### src/rtl/def_cmd_pkg.sv
// Shared types and constants for the defectoscope command arbiter.
//   state_e    : arbiter FSM states (IDLE, SEND, GAP)
//   CMD_DATA_W : default command word width
//   SRC_NIOS / SRC_AUTO : source index values carried on tx_src
package def_cmd_pkg;

  localparam int unsigned CMD_DATA_W = 32;

  localparam logic SRC_NIOS = 1'b0;
  localparam logic SRC_AUTO = 1'b1;

  typedef enum logic [1:0] {
    IDLE = 2'd0,
    SEND = 2'd1,
    GAP  = 2'd2
  } state_e;

endpackage

### src/rtl/rr_arb2.sv
// Two-way round-robin grant with a registered last-grant pointer.
//   clk, rst      : clock, async active-high reset (pointer resets to SRC_AUTO
//                   so source 0 wins the first tie)
//   req0, req1    : request lines
//   take          : grant is being consumed this cycle; advance the pointer
//   gnt_any_c     : at least one request present (combinational)
//   gnt_src_c     : index of the source that would be granted (combinational)
module rr_arb2
  import def_cmd_pkg::*;
(
  input  logic clk,
  input  logic rst,
  input  logic req0,
  input  logic req1,
  input  logic take,
  output logic gnt_any_c,
  output logic gnt_src_c
);

  logic last_q;
  logic last_d;

  // Grant selection; on a tie the source other than the last winner goes.
  always_comb begin
    gnt_any_c = req0 | req1;
    gnt_src_c = SRC_NIOS;
    if (req0 && req1) begin
      gnt_src_c = ~last_q;
    end else if (req1) begin
      gnt_src_c = SRC_AUTO;
    end
  end

  // Pointer only moves when the grant is actually taken.
  always_comb begin
    last_d = last_q;
    if (take) begin
      last_d = gnt_src_c;
    end
  end

  always_ff @(posedge clk or posedge rst) begin
    if (rst) begin
      last_q <= SRC_AUTO;
    end else begin
      last_q <= last_d;
    end
  end

endmodule

### src/rtl/def_cmd_arbiter.sv
// Shares one defectoscope command transmitter between the NIOS command stream
// (source 0) and an auto source (source 1). Round-robin grant, holds the word
// until the transmitter accepts it, then forces GAP_CYCLES idle cycles.
// Optional macro CMD_TIMEOUT_EN: abandon a word not accepted within
// TIMEOUT_CYCLES SEND cycles and raise the sticky err_timeout flag.
// Ports:
//   clk, rst               : transmitter-domain clock, async active-high reset
//   s0_valid/s0_data/s0_ready : NIOS source; ready pulses in the grant cycle
//   s1_valid/s1_data/s1_ready : auto source; ready pulses in the grant cycle
//   tx_valid/tx_data/tx_ready : transmitter handshake
//   tx_src                 : source index of the word on tx_data
//   busy                   : FSM not in IDLE
//   cnt0, cnt1             : per-source accepted command counters (wrapping)
//   err_timeout            : sticky timeout flag (0 when feature disabled)
module def_cmd_arbiter
  import def_cmd_pkg::*;
#(
  parameter int unsigned DATA_W         = CMD_DATA_W,
  parameter int unsigned GAP_CYCLES     = 16,
  parameter int unsigned CNT_W          = 16,
  parameter int unsigned TIMEOUT_CYCLES = 4096
) (
  input  logic              clk,
  input  logic              rst,
  input  logic              s0_valid,
  input  logic [DATA_W-1:0] s0_data,
  output logic              s0_ready,
  input  logic              s1_valid,
  input  logic [DATA_W-1:0] s1_data,
  output logic              s1_ready,
  output logic              tx_valid,
  output logic [DATA_W-1:0] tx_data,
  input  logic              tx_ready,
  output logic              tx_src,
  output logic              busy,
  output logic [CNT_W-1:0]  cnt0,
  output logic [CNT_W-1:0]  cnt1,
  output logic              err_timeout
);

  localparam int unsigned GAP_W = $clog2(GAP_CYCLES + 2);

  if (DATA_W == 0 || CNT_W == 0 || TIMEOUT_CYCLES == 0) begin : g_bad_params
    $error("def_cmd_arbiter: DATA_W, CNT_W and TIMEOUT_CYCLES must be non-zero");
  end

  state_e             state_q, state_d;
  logic               tx_valid_q, tx_valid_d;
  logic [DATA_W-1:0]  tx_data_q, tx_data_d;
  logic               tx_src_q, tx_src_d;
  logic [CNT_W-1:0]   cnt0_q, cnt0_d;
  logic [CNT_W-1:0]   cnt1_q, cnt1_d;
  logic [GAP_W-1:0]   gap_q, gap_d;

  logic gnt_any;
  logic gnt_src;
  logic grant_take;
  logic timeout_hit;
  logic send_done;

  rr_arb2 u_arb (
    .clk       (clk),
    .rst       (rst),
    .req0      (s0_valid),
    .req1      (s1_valid),
    .take      (grant_take),
    .gnt_any_c (gnt_any),
    .gnt_src_c (gnt_src)
  );

  // Next-state and datapath for IDLE -> SEND -> GAP -> IDLE.
  always_comb begin
    state_d    = state_q;
    tx_valid_d = tx_valid_q;
    tx_data_d  = tx_data_q;
    tx_src_d   = tx_src_q;
    cnt0_d     = cnt0_q;
    cnt1_d     = cnt1_q;
    gap_d      = gap_q;
    grant_take = 1'b0;
    send_done  = 1'b0;

    case (state_q)
      IDLE: begin
        if (gnt_any) begin
          grant_take = 1'b1;
          tx_valid_d = 1'b1;
          tx_data_d  = (gnt_src == SRC_AUTO) ? s1_data : s0_data;
          tx_src_d   = gnt_src;
          state_d    = SEND;
        end
      end

      SEND: begin
        // tx_valid is always high here, so tx_ready alone is the handshake.
        if (tx_ready) begin
          send_done  = 1'b1;
          tx_valid_d = 1'b0;
          if (tx_src_q == SRC_AUTO) begin
            cnt1_d = cnt1_q + CNT_W'(1);
          end else begin
            cnt0_d = cnt0_q + CNT_W'(1);
          end
        end else if (timeout_hit) begin
          send_done  = 1'b1;
          tx_valid_d = 1'b0;
        end
        if (send_done) begin
          if (GAP_CYCLES == 0) begin
            state_d = IDLE;
          end else begin
            state_d = GAP;
            gap_d   = GAP_W'(GAP_CYCLES);
          end
        end
      end

      GAP: begin
        gap_d = gap_q - GAP_W'(1);
        if (gap_q == GAP_W'(1)) begin
          state_d = IDLE;
        end
      end

      default: begin
        state_d = IDLE;
      end
    endcase
  end

  always_ff @(posedge clk or posedge rst) begin
    if (rst) begin
      state_q    <= IDLE;
      tx_valid_q <= 1'b0;
      tx_data_q  <= '0;
      tx_src_q   <= SRC_NIOS;
      cnt0_q     <= '0;
      cnt1_q     <= '0;
      gap_q      <= '0;
    end else begin
      state_q    <= state_d;
      tx_valid_q <= tx_valid_d;
      tx_data_q  <= tx_data_d;
      tx_src_q   <= tx_src_d;
      cnt0_q     <= cnt0_d;
      cnt1_q     <= cnt1_d;
      gap_q      <= gap_d;
    end
  end

`ifdef CMD_TIMEOUT_EN
  localparam int unsigned WAIT_W = $clog2(TIMEOUT_CYCLES + 1);

  logic [WAIT_W-1:0] wait_q, wait_d;
  logic              err_q, err_d;

  // Counts SEND cycles; fires on the last allowed cycle if tx_ready is still low.
  always_comb begin
    wait_d      = '0;
    err_d       = err_q;
    timeout_hit = 1'b0;
    if (state_q == SEND) begin
      wait_d = wait_q + WAIT_W'(1);
      if (!tx_ready && (wait_q == WAIT_W'(TIMEOUT_CYCLES - 1))) begin
        timeout_hit = 1'b1;
        err_d       = 1'b1;
      end
    end
  end

  always_ff @(posedge clk or posedge rst) begin
    if (rst) begin
      wait_q <= '0;
      err_q  <= 1'b0;
    end else begin
      wait_q <= wait_d;
      err_q  <= err_d;
    end
  end

  assign err_timeout = err_q;
`else
  assign timeout_hit = 1'b0;
  assign err_timeout = 1'b0;
`endif

  // Source ready is the grant itself, so the handover happens in the sampling cycle.
  assign s0_ready = grant_take & (gnt_src == SRC_NIOS) & ~rst;
  assign s1_ready = grant_take & (gnt_src == SRC_AUTO) & ~rst;

  assign tx_valid = tx_valid_q;
  assign tx_data  = tx_data_q;
  assign tx_src   = tx_src_q;
  assign busy     = (state_q != IDLE);
  assign cnt0     = cnt0_q;
  assign cnt1     = cnt1_q;

endmodule
### config.mk
export PLATFORM = sky130hd
export DESIGN_NAME = def_cmd_arbiter
export DESIGN_NICKNAME = d
export VERILOG_FILES = /design/src/rtl/def_cmd_pkg.sv /design/src/rtl/rr_arb2.sv /design/src/rtl/def_cmd_arbiter.sv
export SDC_FILE = /design/constraint.sdc
export NUM_CORES = 1
export LEC_CHECK = 0
export ABC_AREA = 1
export BUFFER_PORTS_ARGS = -buffer_cell sky130_fd_sc_hd__buf_4
export CAP_MARGIN = 10
export CELL_PAD_IN_SITES_DETAIL_PLACEMENT = 0
export CELL_PAD_IN_SITES_GLOBAL_PLACEMENT = 1
export CORE_ASPECT_RATIO = 0.75
export CORE_MARGIN = 5
export CORE_UTILIZATION = 37
export CTS_BUF_LIST = sky130_fd_sc_hd__clkbuf_16
export DETAILED_ROUTE_END_ITERATION = 16
export PLACE_DENSITY = 0.92
export SLEW_MARGIN = 5
export SYNTH_ARGS = -nofsm -noshare
export SYNTH_HDL_FRONTEND = slang
export SYNTH_SLANG_ARGS = --single-unit
### constraint.sdc
create_clock -name clk -period 6.45 [get_ports clk]
set_clock_uncertainty 0.15 [all_clocks]
set_input_delay 0.645 -clock clk [delete_from_list [all_inputs] [get_ports clk]]
set_output_delay 0.645 -clock clk [all_outputs]
set_load 0.005 [all_outputs]
==> run metrics, run 1 <==
Detail Route Antenna Nets=0; worst-path cell chain=inv_2, nand2_1, nor2_2, buf_4, inv_1, nor2_1, buf_4; post-synthesis simple-gate area fraction=33.71%; multiplexer area fraction after synthesis=less than 1%; crit-path max FO=33; crit path kind=reg -> out; Worst EP arrival=1680 ps; num rows=30; Fmax=0.4045 GHz; Final Hold Violating Endpoints=0; mapped cell area=between 0.003 and 0.004 mm2; CTS tree=done; syn_area_per_cell=around 8 um2; clk sinks=74; sequential-to-total area share from yosys stat=52.61%; Initial Util=38.46%; Syn-to-layout area delta=41.81%; type of element capturing the critical path=output pin; Max Cap Violations=0; buffers added on ports=around 140; dpl ws=3992 ps; Top cell by count, worst path=buf_4; worst rel slew slack=around 38%; Routability Congestion=0.7976; first-pass GRT wire length=between 15,000 and 20,000 um; WP data required=5650 ps; minimum clock period=2472 ps; Worst setup startpoint=state_q[1]$_DFFE_PP0P_; # hold bufs at CTS=0; core area=0.009159 mm2; Tot Pwr=1.911 mW; CTS Buf Count=9; Die X=122.7 um; Synth Area in Adders=1.421%; HP Start=u_arb.last_q$_DFFE_PP1P_; synthesized instance count=439; Post-Syn Nets=512; # H-tree levels=3; Hold WS=316.2 ps; vias=3,284; Synth Area in Compound Gates=1.599%; largest family of logic cells by synthesized area=simple AND/OR/NAND/NOR gates; HPWL after DPL=6928 um; Crit-path slowest cell=dfrtp_1; status=complete, no violations; total wire length=9218 um; Total GRT Usage=16.57%; CP max stage delay=400 ps; Slew @ Worst Pin=934.5 ps; Clock transition at path regs=roughly 60 ps; Final Cycle Share=38.33%; Total Nets Final=between 600 and 700; synth warn=0; most common cell after layout, fill and taps aside=nand2_1; PD cells=382.7 mW/mm2; Slew Limit Fails=0; synthesized flop and latch total=74; initial antenna violation count=0; vias in the first global route=3,276; R2R Path Start=state_q[1]$_DFFE_PP0P_; initial DRC count=160; area share of xor/xnor cells in the synthesized design=4.476%; drt via density=4.612; unrepaired setup endpoints after global routing=no; static leakage=2.636 nW; largest net degree at the start of global routing=75; Unique masters post-synth=22; CTS Buffer Depth=2; Residual DRC=0; share of cells above drive strength 1=29.45%; DRT Pass-1 Iters=5; # diodes=0; die area=0.01159 mm2; leading cell types in the layout, fill and taps excluded=180 x nand2_1, 139 x buf_4, 73 x dfrtp_1, 46 x nand3_1, 34 x inv_1; worst vdd rail ir drop=185.1 uV; Root Buffer=clkbuf_16; CP Launch Type=flip-flop; endpoints failing setup=0; grt total ovfl=0; type of the most critical hold path=reg -> reg; io pins=around 140; Final Util=54.54%; postcts setup bufs=0; PostCTS Resize Cnt=0; clk_lat worst skew=320 ps; fin worst setup slack=3978 ps; Die H=94.50 um; WL per Instance=12.95 um; final setup TNS=0 ps
[final cells by class]
class,count,area [um2]
Fill cell,875,4164
Sequential cell,74,1853
Multi-Input combinational cell,315,1469
Timing Repair Buffer,139,1044
Clock buffer,9,225.2
Tap cell,128,160.2
Inverter,40,150.1
Clock inverter,7,93.84
[worst max-delay path, delay by kind of cell, from the launching register on]
family	cells	cell delay, ps
buf+inv	4	630
flops	1	400
simple gates	3	310
[Yosys cell counts (all sizes together)]
library cell  count  area share, %
ha                4            1.4
xnor2             6            1.5
xor2             12            3.0
nand3            46            6.5
buf              10            1.5
dfstp             1           0.75
nor3              3           0.43
nor2             36            4.7
o21ai            10            1.4
nand3b            6            1.3
inv              40            4.3
nand2           182             20
mux2              1           0.32
o22ai             1           0.18
conb              1           0.11
nand4             7            1.2
dfrtp            73             52
[power by group]
group / leakage (nW) / internal [mW] / switching, mW / total [mW]
sequential: 0.924 / 0.622 / 0.111 / 0.733
combinational: 1.56 / 0.316 / 0.333 / 0.649
clock: 0.151 / 0.338 / 0.191 / 0.529
total: 2.64 / 1.28 / 0.636 / 1.91
[stage by stage]
| stage | cell area [um2] | instances |
|---|---|---|
| after floorplan | 3522 | 439 |
| after global placement | 4676 | 696 |
| after detailed placement | 4676 | 696 |
| after CTS | 4995 | 712 |
| after global routing | 4995 | 712 |
| final | 4995 | 712 |
[per-layer routing]
| layer | GRT usage [%] | share of wire [%] | up-vias |
|---|---|---|---|
| li1 | - | - | 1649 |
| met1 | 21.81 | 45 | 1522 |
| met2 | 25.65 | 45 | 109 |
| met3 | 7.006 | 9.7 | 4 |
| met4 | 3.355 | 0.52 | 0 |
| met5 | 0 | 0 | - |
[flip-flops by register name (all words and copies together) (netlist names)]
signal,flops
tx_data,32
tx_src,1
u_arb.last_q,1
state_q,2
cnt1,16
tx_valid,1
gap_q,5
cnt0,16
[worst paths after layout]
check,cells past startpoint,slack (ps),to
max in group asynchronous,3,5070,tx_data[13]$_DFFE_PP0P_
worst min-delay path,2,320,u_arb.last_q$_DFFE_PP1P_
worst max-delay path,7,3980,s1_ready
worst min register to register,2,320,u_arb.last_q$_DFFE_PP1P_
min in group asynchronous,3,480,tx_data[0]$_DFFE_PP0P_
worst max register to register,7,4780,tx_data[25]$_DFFE_PP0P_
[cell families after synthesis]
logic type,count (synthesis)
AOI/OAI and AO/OA,11
xor gates and xnor gates,18
adders and majority gates,4
buffers and inverters,50
DFF,74
muxes,1
other,1
and+or+nand+nor,280
No activity file was read; power rests on OpenSTA's default activity.
==> inputs of run 2 (changes only) <==
--- a/config.mk
+++ b/config.mk
@@ -12,10 +12,10 @@
 export CELL_PAD_IN_SITES_GLOBAL_PLACEMENT = 1
 export CORE_ASPECT_RATIO = 0.75
 export CORE_MARGIN = 5
-export CORE_UTILIZATION = 37
+export CORE_UTILIZATION = 31
 export CTS_BUF_LIST = sky130_fd_sc_hd__clkbuf_16
 export DETAILED_ROUTE_END_ITERATION = 16
-export PLACE_DENSITY = 0.92
+export PLACE_DENSITY = 0.83
 export SLEW_MARGIN = 5
 export SYNTH_ARGS = -nofsm -noshare
 export SYNTH_HDL_FRONTEND = slang
==> constraint.sdc (replaced) <==
create_clock -name clk -period 2.05 [get_ports clk]
set_clock_uncertainty 0.15 [all_clocks]
set_input_delay 0.205 -clock clk [delete_from_list [all_inputs] [get_ports clk]]
set_output_delay 0.205 -clock clk [all_outputs]
set_load 0.005 [all_outputs]
==> run metrics, run 2 (synthesis gave the netlist of run 1 again) <==
Syn-to-layout area delta=61.56%; status=complete, no violations; drt via density=4.580 (-0.71%); unrepaired setup endpoints after global routing=no; # hold bufs at CTS=66 (+66); vias=3,627 (+10%); core area=0.01102 mm2 (+20%); type of the most critical hold path=in -> reg; Initial Util=31.95% (-6.5 points); HP Start=s1_valid; Die H=102.3 um (+8.3%); io pins=139 (unchanged); # diodes=0 (unchanged); static leakage=2.908 nW (+10%); most common cell after layout, fill and taps aside=nand2_1; crit-path max FO=32 (-3.0%); leading cell types in the layout, fill and taps excluded=180 x nand2_1, 139 x buf_4, 73 x dfrtp_1, 66 x dlygate4sd3_1, 46 x nand3_1; Root Buffer=clkbuf_16; R2R Path Start=state_q[0]$_DFFE_PP0P_; initial antenna violation count=0 (unchanged); Fmax=~0.56 GHz; Worst EP arrival=1890 ps (+210 ps); Slew @ Worst Pin=613.5 ps (-321.0 ps); minimum clock period=1776 ps; HPWL after DPL=7156 um (+3.3%); num rows=33 (+10%); die area=0.01362 mm2 (+17%); Total Nets Final=720 (+10%); CTS Buf Count=9 (unchanged); vias in the first global route=3,757 (+15%); Worst Reg-to-Reg Cells=7 (unchanged); # H-tree levels=3 (unchanged); clk sinks=74 (unchanged); r2r setup slk=270 ps (-4510 ps); flip-flop count of the largest register after layout=32 (unchanged); Total GRT Usage=16.94% (+0.37 points); PostCTS Resize Cnt=0 (unchanged); CTS tree=done; reg-to-reg endpoint=tx_data[13]$_DFFE_PP0P_; fillcell total=983 (+12%); WP data required=2170 ps (-3480 ps); Final Hold Violating Endpoints=0 (unchanged); type of element capturing the critical path=flip-flop; Detail Route Antenna Nets=0 (unchanged); Slew Limit Fails=0 (unchanged); clk_lat worst skew=330 ps (about the same); final setup TNS=0 ps (unchanged); PD cells=1078 mW/mm2 (+180%); worst rel slew slack=59.04% (+21 points); CTS Buffer Depth=2 (unchanged); postcts setup bufs=0 (unchanged); first-pass GRT wire length=18,530 um (+19%); Clock transition at path regs=60 ps (about the same); Max Cap Violations=0 (unchanged); Residual DRC=0 (unchanged); buffers added on ports=137 (unchanged); Final Cycle Share=86.62%; Reg area=0.001853 mm2 (unchanged); Tot Pwr=6.134 mW (+220%); Worst setup startpoint=state_q[0]$_DFFE_PP0P_; total wire length=11,120 um (+21%); crit path kind=reg -> reg; CP Launch Type=flip-flop; grt total ovfl=0 (unchanged); endpoints failing setup=0 (unchanged); crit path to=tx_data[13]$_DFFE_PP0P_; worst vdd rail ir drop=518.3 uV (+180%); initial DRC count=139 (-13%); DRT Pass-1 Iters=5 (unchanged); Routability Congestion=0.7909 (-0.84%); area of the multi-input gates=0.001469 mm2 (unchanged); WL per Instance=14.05 um (+8.5%); share of cells above drive strength 1=26.69% (-2.8 points); Die X=133.1 um (+8.5%); largest net degree at the start of global routing=35 (-53%)
-- run 2: cell types whose count changed in the layout (fill, tap and decap cells not counted) --
cell | before | now
dlygate4sd3_1 | 0 | 66
clkinvlp_4 | 2 | 5
buf_12 | 0 | 2
bufinv_16 | 2 | 1
clkinv_4 | 1 | 0
inv_2 | 6 | 5
-- run 2: report_power, final --
group,switching (mW),internal [mW],total [mW],leakage (nW)
registers,0.356,1.96,2.31,0.924
clock network,0.637,0.938,1.57,0.133
logic,1.15,1.10,2.25,1.85
-- run 2: how the worst min path moves through the flow --
stage | end | cells past startpoint
2_1_floorplan | state_q[0]$_DFFE_PP0P_ | 1
3_3_place_gp | tx_valid$_DFFE_PP0P_ | 2
3_5_place_dp | tx_valid$_DFFE_PP0P_ | 2
4_1_cts | u_arb.last_q$_DFFE_PP1P_ | 5
5_1_grt | u_arb.last_q$_DFFE_PP1P_ | 5
6_report | u_arb.last_q$_DFFE_PP1P_ | 5
-- run 2: layer usage --
layer	global-route usage, %	routed length [um]	vias to the layer above
li1	-	-	1786
met1	20.98	4848	1664
met2	27.42	5040	155
met3	6.644	1031	22
met4	5.591	204	0
met5	0	0	-
-- run 2: worst max-delay path, stage by stage (launching register included) --
cell and delay, ps:
dfrtp_1 400, inv_2 70, nand2_1 90, nor2_1 160, nand2_1 110, inv_2 470, nand2_1 120, nand3_1 110
-- run 2: area by class of cell --
cell class              instances  area share (%)
clock buffers                   9           3.958
clock inverters                 7           1.231
inverters                      40           2.704
multi-input cells             315           25.81
flip-flops and latches         74           32.56
well taps                     140           3.078
repair buffers                207           30.65
-- run 2: through the flow --
step                std cells  setup WS (ps)  cell area, um2  hold slack, ps  utilization [%]
floorplan                 439          584.5            3526           165.7                -
global placement          710          411.8            4735           166.1            42.95
detailed placement        710          298.8            4735           170.0            42.95
CTS                       792          283.8            5690           140.9            51.62
global route              792          111.3            5690           170.2            51.62
finish                    792          274.3            5690           159.7            51.62
